[config.mk]
export PLATFORM = sky130hd
export DESIGN_NAME = regwb_arbiter
export DESIGN_NICKNAME = d
export VERILOG_FILES = /design/src/rtl/regwb_arbiter.sv
export SDC_FILE = /design/constraint.sdc
export NUM_CORES = 1
export LEC_CHECK = 0
export ABC_AREA = 1
export ABC_CLOCK_PERIOD_IN_PS = 4150
export CAP_MARGIN = 0
export CORE_MARGIN = 3
export CORE_UTILIZATION = 44
export CTS_BUF_LIST = sky130_fd_sc_hd__clkbuf_4
export DETAILED_ROUTE_END_ITERATION = 7
export PLACE_DENSITY = 0.93
export SETUP_SLACK_MARGIN = 0.15
export SKIP_CTS_REPAIR_TIMING = 1
export SLEW_MARGIN = 25
export SYNTH_ARGS = -nofsm -noshare
export SYNTH_HDL_FRONTEND = slang
export SYNTH_SLANG_ARGS = --single-unit
[constraint.sdc]
create_clock -name clk -period 4.15 [get_ports clk]
set_input_delay 0.83 -clock clk [delete_from_list [all_inputs] [get_ports clk]]
set_output_delay 0.83 -clock clk [all_outputs]
set_load 0.01 [all_outputs]
[src/rtl/regwb_arbiter.sv]
// -----------------------------------------------------------------------------
// regwb_arbiter
//   Arbitrates two writeback requesters (ALU result, load data) onto the
//   single register-file write port. Grants are combinational (ready), the
//   write itself is registered one cycle later. Also flags decode-stage RAW
//   hazards against pending requests and the write currently in flight.
//
// Parameters
//   PRIO_MEM      0: round-robin between alu and mem, 1: mem always beats alu
//
// Ports
//   clk, reset                    clock, synchronous active-high reset
//   alu_valid/reg/data, alu_ready ALU writeback request / accept
//   mem_valid/reg/data/byte,      load writeback request (byte = lb sign-ext)
//   mem_ready                     load accept
//   rf_regWrite/write_reg/        registered register-file write port
//   write_data
//   query_reg1, query_reg2        decode-stage source registers
//   hazard                        a queried register has a pending write
// -----------------------------------------------------------------------------
module regwb_arbiter #(
  parameter bit PRIO_MEM = 1'b0
) (
  input  logic        clk,
  input  logic        reset,
  input  logic        alu_valid,
  input  logic [4:0]  alu_reg,
  input  logic [31:0] alu_data,
  output logic        alu_ready,
  input  logic        mem_valid,
  input  logic [4:0]  mem_reg,
  input  logic [31:0] mem_data,
  input  logic        mem_byte,
  output logic        mem_ready,
  output logic        rf_regWrite,
  output logic [4:0]  rf_write_reg,
  output logic [31:0] rf_write_data,
  input  logic [4:0]  query_reg1,
  input  logic [4:0]  query_reg2,
  output logic        hazard
);

  typedef enum logic [1:0] {
    GNT_NONE = 2'd0,
    GNT_ALU  = 2'd1,
    GNT_MEM  = 2'd2
  } grant_e;

  grant_e      grant;
  logic        favour_mem_q, favour_mem_d;  // round-robin pointer
  logic        regwrite_q;
  logic [4:0]  write_reg_q;
  logic [31:0] write_data_q;
  logic [4:0]  wr_reg;
  logic [31:0] wr_data;

  // Grant decision. Nothing is granted while reset is high so a requester
  // simply keeps holding its request across reset.
  always_comb begin
    // NOTE: every combinational output gets a default first, so no path
    // through the block leaves it unassigned and no latch is inferred.
    grant = GNT_NONE;
    if (!reset) begin
      if (alu_valid && mem_valid) begin
        grant = (PRIO_MEM || favour_mem_q) ? GNT_MEM : GNT_ALU;
      end else if (alu_valid) begin
        grant = GNT_ALU;
      end else if (mem_valid) begin
        grant = GNT_MEM;
      end
    end
  end

  assign alu_ready = (grant == GNT_ALU);
  assign mem_ready = (grant == GNT_MEM);

  // Writeback payload of the granted requester; lb sign-extends the low byte.
  always_comb begin
    wr_reg  = alu_reg;
    wr_data = alu_data;
    if (grant == GNT_MEM) begin
      wr_reg  = mem_reg;
      wr_data = mem_byte ? {{24{mem_data[7]}}, mem_data[7:0]} : mem_data;
    end
  end

  // Pointer moves only on a transfer: favour whoever was not just granted.
  always_comb begin
    favour_mem_d = favour_mem_q;
    if (grant == GNT_ALU) favour_mem_d = 1'b1;
    if (grant == GNT_MEM) favour_mem_d = 1'b0;
  end

  // NOTE: sequential state uses non-blocking assignments so every register
  // samples its inputs from the same pre-edge values.
  always_ff @(posedge clk) begin
    if (reset) begin
      regwrite_q   <= 1'b0;
      write_reg_q  <= 5'd0;
      write_data_q <= 32'd0;
      favour_mem_q <= 1'b1;
    end else begin
      // x0 is hardwired zero: accept the transfer but never strobe it.
      regwrite_q   <= (grant != GNT_NONE) && (wr_reg != 5'd0);
      favour_mem_q <= favour_mem_d;
      if (grant != GNT_NONE) begin
        write_reg_q  <= wr_reg;
        write_data_q <= wr_data;
      end
    end
  end

  assign rf_regWrite   = regwrite_q;
  assign rf_write_reg  = write_reg_q;
  assign rf_write_data = write_data_q;

  // A source register is hazardous if any write to it is still pending at a
  // requester or is being written this cycle. x0 never carries a hazard.
  function automatic logic reg_hit(input logic [4:0] q);
    return (q != 5'd0) &&
           ((alu_valid   && (q == alu_reg)) ||
            (mem_valid   && (q == mem_reg)) ||
            (regwrite_q  && (q == write_reg_q)));
  endfunction

  assign hazard = reg_hit(query_reg1) || reg_hit(query_reg2);

endmodule
==> flow_metrics.tcl, run 1 <==
set metrics [dict create \
    outcome "finished, final reports clean" \
    synth_top_family_by_area "simple AND/OR/NAND/NOR gates" \
    slowest_delay_ns 0.57 \
    synth_xor_area_share_pct 0 \
    place_hpwl_um 6330 \
    critPathSlowestCell "clkdlybuf4s50_1" \
    synth_top_cell_area_share_pct 32.4 \
    die_h_um 80.0 \
    synth.area.mux_share_pct 0 \
    grt_usage_pct 25.5 \
    setup_viol 0 \
    h-tree-depth 2 \
    synth_fa_ha_area_share_pct 1.56 \
    path_common_cell "nand2_1" \
    crit_buf_inv 3 \
    clkLatencyLatePin_ns 0.33 \
    vias 3037 \
    hp-class "reg2reg" \
    netlist_instances 394 \
    timing.setup.tns_ns 0 \
    antenna_found_initial 0 \
    start_kind "input port" \
    totalWireLength_um 8200 \
    slew_viol_final 0 \
    vias_per_cell 5.18 \
    relSlewSlack_pct 40.4 \
    hold_end "rf_write_data[13]$_SDFFE_PP0P_" \
    maxCapViolCount 0 \
    power.share.clock_pct 19.7 \
    fp-row-count 26 \
    core_area_mm2 0.00520 \
    cts_tree "yes" \
    drtIter0Drc 159 \
    end_kind "primary output" \
    r2r_slack_ns 1.80 \
    hold_start "rf_write_data[13]$_SDFFE_PP0P_" \
    p_comb_share_pct 34.9 \
    yosys_warnings 0 \
    pwr-share-seq_pct 45.4 \
    hold_viol 0 \
    grt_first_pass_wirelength_um 13000 \
    clkSinkCount 39 \
    grt_max_degree 45 \
    syn-mean-instance-area_um2 6.11 \
    fin_crit_sh_pct 82.4 \
    drc_errors 0 \
    io_buffers 129 \
    area_growth_pct 56.1 \
    netlist_area_mm2 0.00241 \
    synth_simple_gate_area_share_pct 30.1 \
    cts_buffers 5 \
    synth_compound_area_share_pct 22.3 \
    final_common_cell "clkdlybuf4s50_1" \
    clock_tree.root_cell "clkbuf_4" \
    gr-total-overflow 0 \
    p_leak_nw 1.69 \
    rsz0062_at_grt "false" \
    crit_fanout 4 \
    nNetsFinal 607 \
    critPathArrivalTime_ns 2.59 \
    total_power_w 0.000942 \
    firstDrtPassIters 4 \
    crit_family "buffers and inverters" \
    first_global_vias 2862 \
    mostFrequentLayoutCells "clkdlybuf4s50_1, nand2_1, o21ai_0" \
    power.internal_w 0.000645 \
    cts.clk_slew.worst_paths_ns 0.11 \
    largest_reg_flops 32 \
    ir_drop_uv 229 \
    min_path_cells 2 \
    synth_area_leaders "dfxtp_1, nand2_1, o21ai_0" \
    place.gp.congestion 0.947 \
    synthesis.nets 486 \
    wl_per_cell_um 14.0 \
    reg2reg_from "favour_mem_q$_SDFFE_PP1P_" \
    path_class "in2out" \
    antenna_cells 0 \
    cts_buffer_depth 2 \
    die_w_um 80.0 \
    switchingPower_w 0.000297 \
    synth_area_leader_cell "dfxtp_1" \
    ys_types 22 \
    tightest_slew_ns 0.892 \
    io_pins 130 \
    ys_seq_elements 39 \
    antenna_left 0 \
    worst_r2r_endpoint "rf_write_data[13]$_SDFFE_PP0P_" \
    layout_min_cycle_time_ns 3.42 \
    clock_skew_ns 0.0116 \
    powerDensity_mw_per_mm2 251 \
    crit_required_ns 3.32 \
    ys_seq_area_share_pct 32.4 \
    crit_chain "clkdlybuf4s50_1, inv_1, nand2_1, nand2_1, nor2_1, nand3_1, nand3_1, nand2_1, nand2_1, clkdlybuf4s50_1" \
    initial_utilization_pct 46.2 \
    fillers 477 \
    rr_worst_depth 9 \
    switching_share_pct 31.5 \
    drive_above_1_share_pct 2.91 \
    dieArea_mm2 0.00639 \
    timing.fmax_ghz 0.293 \
]
==> layer usage <==
metal	up-vias	track usage, %	wire length (um)
li1	1510	-	-
met1	1359	30.0	3190
met3	20	7.00	765
met2	148	44.2	4040
met4	0	8.78	202
met5	-	0	0
==> power groups by stage <==
stage | Sequential, W | Combinational, W | Clock [W]
after floorplan | 0.000448 | 0.000125 | 0
after global placement | 0.000435 | 0.000322 | 0
after detailed placement | 0.000436 | 0.000328 | 0
after CTS | 0.000428 | 0.000330 | 0.000191
after global routing | 0.000432 | 0.000360 | 0.000209
final | 0.000428 | 0.000329 | 0.000185
==> cells by family (layout without fill, tap and decap cells) <==
| logic type | count (synthesis) | in the layout |
|---|---|---|
| DFF | 39 | 39 |
| buffers and inverters | 76 | 198 |
| AOI/OAI and AO/OA | 99 | 99 |
| and+or+nand+nor | 177 | 177 |
| adders and majority gates | 3 | 3 |
==> worst max-delay path by stage <==
stage	start	end	slack, ns	depth (start not counted)
2_1_floorplan	alu_valid	alu_ready	1.93	5
3_3_place_gp	query_reg2[2]	hazard	0.74	10
3_5_place_dp	mem_valid	rf_write_data[13]$_SDFFE_PP0P_	0.73	10
4_1_cts	query_reg1[2]	hazard	0.74	10
5_1_grt	query_reg2[3]	hazard	0.60	10
6_report	query_reg1[2]	hazard	0.73	10
==> synth_stat cells (all sizes together) <==
cell	instances
nand2	99
o21ai	81
inv	57
nand3	40
dfxtp	39
nor2	34
buf	11
o211ai	10
clkbuf	8
a21oi	5
ha	3
nor3	3
o22ai	2
and3	1
o31ai	1
==> metrics by stage <==
| stage | util, % | hold WS (ns) | setup WS [ns] | instance area, um2 | cells |
|---|---|---|---|---|---|
| after floorplan | - | 0.458 | 1.93 | 2410 | 394 |
| after global placement | 71.2 | 0.458 | 0.740 | 3700 | 578 |
| after detailed placement | 71.2 | 0.466 | 0.733 | 3700 | 578 |
| after CTS | 72.2 | 0.486 | 0.739 | 3760 | 586 |
| after global routing | 72.2 | 0.505 | 0.595 | 3760 | 586 |
| final | 72.2 | 0.483 | 0.732 | 3760 | 586 |
==> worst min-delay path, delay by kind of cell, from the launching register on <==
kind             cells  cell delay [ns]
flip-flops           1             0.33
AO/OA/AOI/OAI        1             0.05
AND/OR/NAND/NOR      1             0.07
==> final cells by class <==
cell class | count | area, um2 | share of cell area [%]
inverter | 57 | 216 | 5.76
clock buffer | 5 | 37.5 | 0.999
clock inverter | 3 | 15.0 | 0.400
multi-input combinational | 279 | 1300 | 34.5
timing repair buffer | 133 | 1320 | 35.2
sequential | 39 | 781 | 20.8
tap | 70 | 87.6 | 2.33
Note: power is estimated with default switching activity, not from simulation.
==> run 2, diff against run 1 <==
Settings changed: ABC_CLOCK_PERIOD_IN_PS 4150 to 3600, CORE_UTILIZATION 44 to 40, PLACE_DENSITY 0.93 to 0.86.
Clock period 4.15 ns to 3.6 ns, I/O delays scaled along.
==> run 2 against run 1 <==
Non-clock buffer count increased by 1. Register-to-register slack got worse by 0.46 ns. Count of clock-buffer cells in the layout unchanged. Utilization is 5.3 points lower. Sequential share of layout area down 0.23 points. Die area is 9.2% higher. First-iteration DRC count down 20%. Combinational power grew 15%. Cell count increased by 0.51%. Critical path type unchanged.
==> flow_metrics.tcl, run 2 (synthesis results as in run 1) <==
set metrics [dict create \
    area_growth_pct 57.8 \
    crit_chain "clkdlybuf4s50_1, inv_1, nand2_1, nand2_1, nor2_1, nand3_1, nand3_1, nand2_1, nand2_1, clkdlybuf4s50_1" \
    hold_start "rf_write_data[26]$_SDFFE_PP0P_" \
    crit_required_ns 2.88 \
    timing.fmax_ghz 0.308 \
    dpl_worst_slack_ns 0.396 \
    io_pins 130 \
    hp-class "reg2reg" \
    antenna_cells 0 \
    timing.setup.tns_ns 0 \
    drtIter0Drc 127 \
    io_buffers 129 \
    clkSinkCount 39 \
    crit_family "buffers and inverters" \
    total_power_w 0.00118 \
    maxCapViolCount 0 \
    totalWireLength_um 8070 \
    h-tree-depth 2 \
    hold_viol 0 \
    gr-total-overflow 0 \
    place.gp.congestion 0.953 \
    reg2reg_from "favour_mem_q$_SDFFE_PP1P_" \
    cts_buffers 5 \
    clkLatencyLatePin_ns 0.35 \
    slew_viol_final 0 \
    path_class "in2out" \
    relSlewSlack_pct 64.9 \
    start_kind "input port" \
    crit_fanout 5 \
    end_kind "primary output" \
    tightest_slew_ns 0.525 \
    largest_reg_flops 32 \
    slowest_delay_ns 0.59 \
    fin_crit_sh_pct 90.3 \
    crit_buf_inv 3 \
    nNetsFinal 608 \
    ir_drop_uv 194 \
    p_leak_nw 1.70 \
    grt_max_degree 45 \
    post-route-util_pct 66.9 \
    cts_tree "yes" \
    mostFrequentLayoutCells "clkdlybuf4s50_1, nand2_1, o21ai_0" \
    critPathSlowestCell "clkdlybuf4s50_1" \
    grt_first_pass_wirelength_um 13500 \
    place_hpwl_um 6150 \
    clock_tree.root_cell "clkbuf_4" \
    layout_min_cycle_time_ns 3.25 \
    vias 3027 \
    antenna_left 0 \
    layout_setup_ws_ns 0.350 \
    path_common_cell "nand2_1" \
    powerDensity_mw_per_mm2 310 \
    wl_per_cell_um 13.7 \
    rsz0062_at_grt "false" \
    die_w_um 83.6 \
    setup_viol 0 \
    cts_buffer_depth 2 \
    fin_hold_ws_ns 0.480 \
    drive_above_1_share_pct 3.09 \
    first_global_vias 3051 \
    initial_utilization_pct 42.4 \
    critPathLaunch "query_reg2[3]" \
    die_h_um 83.6 \
    vias_per_cell 5.14 \
    critPathArrivalTime_ns 2.53 \
    drc_errors 0 \
    fp-row-count 27 \
    outcome "finished, final reports clean" \
    final_common_cell "clkdlybuf4s50_1" \
    firstDrtPassIters 4 \
    antenna_found_initial 0 \
    core_area_mm2 0.00568 \
    dieArea_mm2 0.00698 \
    grt_usage_pct 23.0 \
    cts.clk_slew.worst_paths_ns 0.12 \
    clock_skew_ns 0.0254 \
]
==> run 2: area by class of cell <==
cell class | instances | area (um2)
clock buffer | 5 | 37.5
tap | 72 | 90.1
multi-input combinational | 279 | 1300
clock inverter | 3 | 46.3
timing repair buffer | 134 | 1330
sequential | 39 | 781
inverter | 57 | 216
fill | 520 | 1880
==> run 2: power by group <==
part / internal [W] / switching, W
Combinational: 0.000202 / 0.000176
Sequential: 0.000470 / 0.0000235
Clock: 0.000148 / 0.000157
Total: 0.000820 / 0.000356
==> run 2: metrics by stage <==
step / cells / area [um2]
final: 589 / 3800
after global routing: 589 / 3800
after CTS: 589 / 3800
after detailed placement: 581 / 3710
after global placement: 581 / 3710
after floorplan: 394 / 2410
==> run 2: worst paths after layout <==
kind | end | slack, ns | depth (start not counted)
worst max-delay path | hazard | 0.35 | 10
worst min-delay path | rf_write_data[26]$_SDFFE_PP0P_ | 0.48 | 2
worst max register to register | rf_write_data[21]$_SDFFE_PP0P_ | 1.34 | 9
worst min register to register | rf_write_data[26]$_SDFFE_PP0P_ | 0.48 | 2
==> run 2: metal layers <==
metal	GRT usage, %	vias to the layer above	part of all wire, %
met5	0	-	0
met4	8.33	0	2.5
met3	7.80	21	10
met2	40.0	162	48
met1	26.0	1327	39
li1	-	1517	-
==> run 2: tightest hold or removal path: stages, from the launching register on <==
cell and delay (ns):
dfxtp_1 0.33, nand3_1 0.07, nand2_1 0.05
==> run 3, diff against run 2 <==
Settings changed: CORE_UTILIZATION 40 to 65, DONT_BUFFER_PORTS set to 1, GPL_TIMING_DRIVEN set to 0, PLACE_DENSITY 0.86 to 0.85, TNS_END_PERCENT set to 20.
==> run 3 against run 2 <==
Register-to-register slack improved by 0.34 ns. Maximum frequency rose by 47%. Critical path depth fell by 2. Utilization rose by 7.7 points. Sequential share of layout area rose by 9.8 points. Clock power rose by 22%. Critical endpoint unchanged.
==> flow_metrics.tcl, run 3 (synthesis results as in run 1) <==
set metrics [dict create \
    outcome "finished, final reports clean" \
    maxCapViolCount 0 \
    vias_per_cell 5.73 \
    final_common_cell "nand2_1" \
    antenna_found_initial 0 \
    powerDensity_mw_per_mm2 416 \
    grt_max_degree 13 \
    critPathArrivalTime_ns 1.49 \
    drive_above_1_share_pct 5.22 \
    cts.clk_slew.worst_paths_ns 0.12 \
    fin_hold_ws_ns 0.473 \
    place_hpwl_um 5110 \
    dieArea_mm2 0.00447 \
    largest_reg_flops 32 \
    totalWireLength_um 6590 \
    end_kind "primary output" \
    area_growth_pct 6.76 \
    crit_required_ns 2.88 \
    critPathLaunch "rf_write_reg[4]$_SDFFE_PP0P_" \
    grt_first_pass_wirelength_um 10100 \
    slew_viol_final 0 \
    timing.fmax_ghz 0.453 \
    clock_tree.root_cell "clkbuf_4" \
    dpl_worst_slack_ns 1.16 \
    rr_worst_depth 8 \
    fp-row-count 21 \
    antenna_left 0 \
    firstDrtPassIters 5 \
    timing.setup.tns_ns 0 \
    hold_viol 0 \
    hold_end "favour_mem_q$_SDFFE_PP1P_" \
    first_global_vias 2328 \
    p_leak_nw 1.26 \
    hp-class "in2reg" \
    rsz0062_at_grt "false" \
    reg2reg_from "favour_mem_q$_SDFFE_PP1P_" \
    tightest_slew_ns 0.460 \
    hold_start "reset" \
    drtIter0Drc 198 \
    nNetsFinal 493 \
    io_buffers 0 \
    relSlewSlack_pct 69.3 \
    path_class "reg2out" \
    cts_buffers 5 \
    worst_r2r_endpoint "rf_regWrite$_SDFF_PP0_" \
    r2r_slack_ns 1.68 \
    antenna_cells 0 \
    die_h_um 66.8 \
    met1_length_um 2640 \
    setup_viol 0 \
    final_cells 448 \
    fin_crit_sh_pct 61.3 \
    grt_usage_pct 29.8 \
    clkSinkCount 39 \
    gr-total-overflow 0 \
    initial_utilization_pct 69.9 \
    h-tree-depth 2 \
    vias 2566 \
    dp_cells 440 \
    layout_setup_ws_ns 1.39 \
    core_area_mm2 0.00344 \
    die_w_um 66.8 \
    total_power_w 0.00107 \
    place.gp.congestion 0.953 \
    mostFrequentLayoutCells "nand2_1, o21ai_0, inv_1" \
    drc_errors 0 \
    cts_tree "yes" \
    routed.top_layer "met4" \
    clkLatencyLatePin_ns 0.35 \
    route.met3.wl_um 679 \
    crit_fanout 4 \
    wl_met2_um 3180 \
    wl_per_cell_um 14.7 \
    ir_drop_uv 513 \
    io_pins 130 \
    cts_buffer_depth 2 \
    clock_skew_ns 0.0112 \
    layout_min_cycle_time_ns 2.21 \
    min_path_cells 2 \
    start_kind "register" \
]
[run 3: cell count changes in the layout (fill, tap and decap cells not counted), moves of 4 or more]
cell / previous run / this run
buf_2: 0 / 5
buf_4: 5 / 1
buf_6: 0 / 4
clkbuf_1: 0 / 8
clkdlybuf4s50_1: 129 / 0
[run 3: how the worst max path moves through the flow]
stage                                   to  slack (ns)  depth (start not counted)
floorplan           rf_regWrite$_SDFF_PP0_        1.51                         10
global placement    rf_regWrite$_SDFF_PP0_        1.23                         10
detailed placement  rf_regWrite$_SDFF_PP0_        1.16                         10
CTS                                 hazard        1.39                          8
global route                        hazard        1.29                          8
finish                              hazard        1.39                          8
[run 3: per-layer routing]
| layer | track usage [%] | up-vias |
|---|---|---|
| met1 | 35.8 | 1152 |
| met5 | 0 | - |
| li1 | - | 1281 |
| met4 | 9.39 | 0 |
| met2 | 50.0 | 121 |
| met3 | 9.61 | 12 |
[run 3: worst max-delay path, cell delays in order, from the launching register on]
cell,delay (ns)
dfxtp_1,0.47
inv_1,0.12
nand2_1,0.07
nand2_1,0.04
nor2_1,0.08
nand3_1,0.09
nand3_1,0.09
nand2_1,0.06
nand2_1,0.11
[run 3: power by group]
part | switching, W | leakage, nW | internal [W]
registers | 0.0000474 | 0.321 | 0.000470
logic | 0.000115 | 0.884 | 0.0000657
clock network | 0.000147 | 0.0559 | 0.000224
total | 0.000309 | 1.26 | 0.000760
[run 3: per-stage QoR]
step	cell area, um2	utilization [%]
global route	2570	74.6
CTS	2570	74.6
finish	2570	74.6
floorplan	2410	-
detailed placement	2460	71.6
global placement	2460	71.6
[run 3: area by class of cell]
| cell class | count | area [um2] |
|---|---|---|
| plain buffers | 19 | 111 |
| clock buffers | 6 | 45.0 |
| clock inverters | 2 | 60.1 |
| fillers | 322 | 873 |
| inverters | 57 | 216 |
| multi-input cells | 279 | 1300 |
| flip-flops and latches | 39 | 781 |
| well taps | 46 | 57.6 |
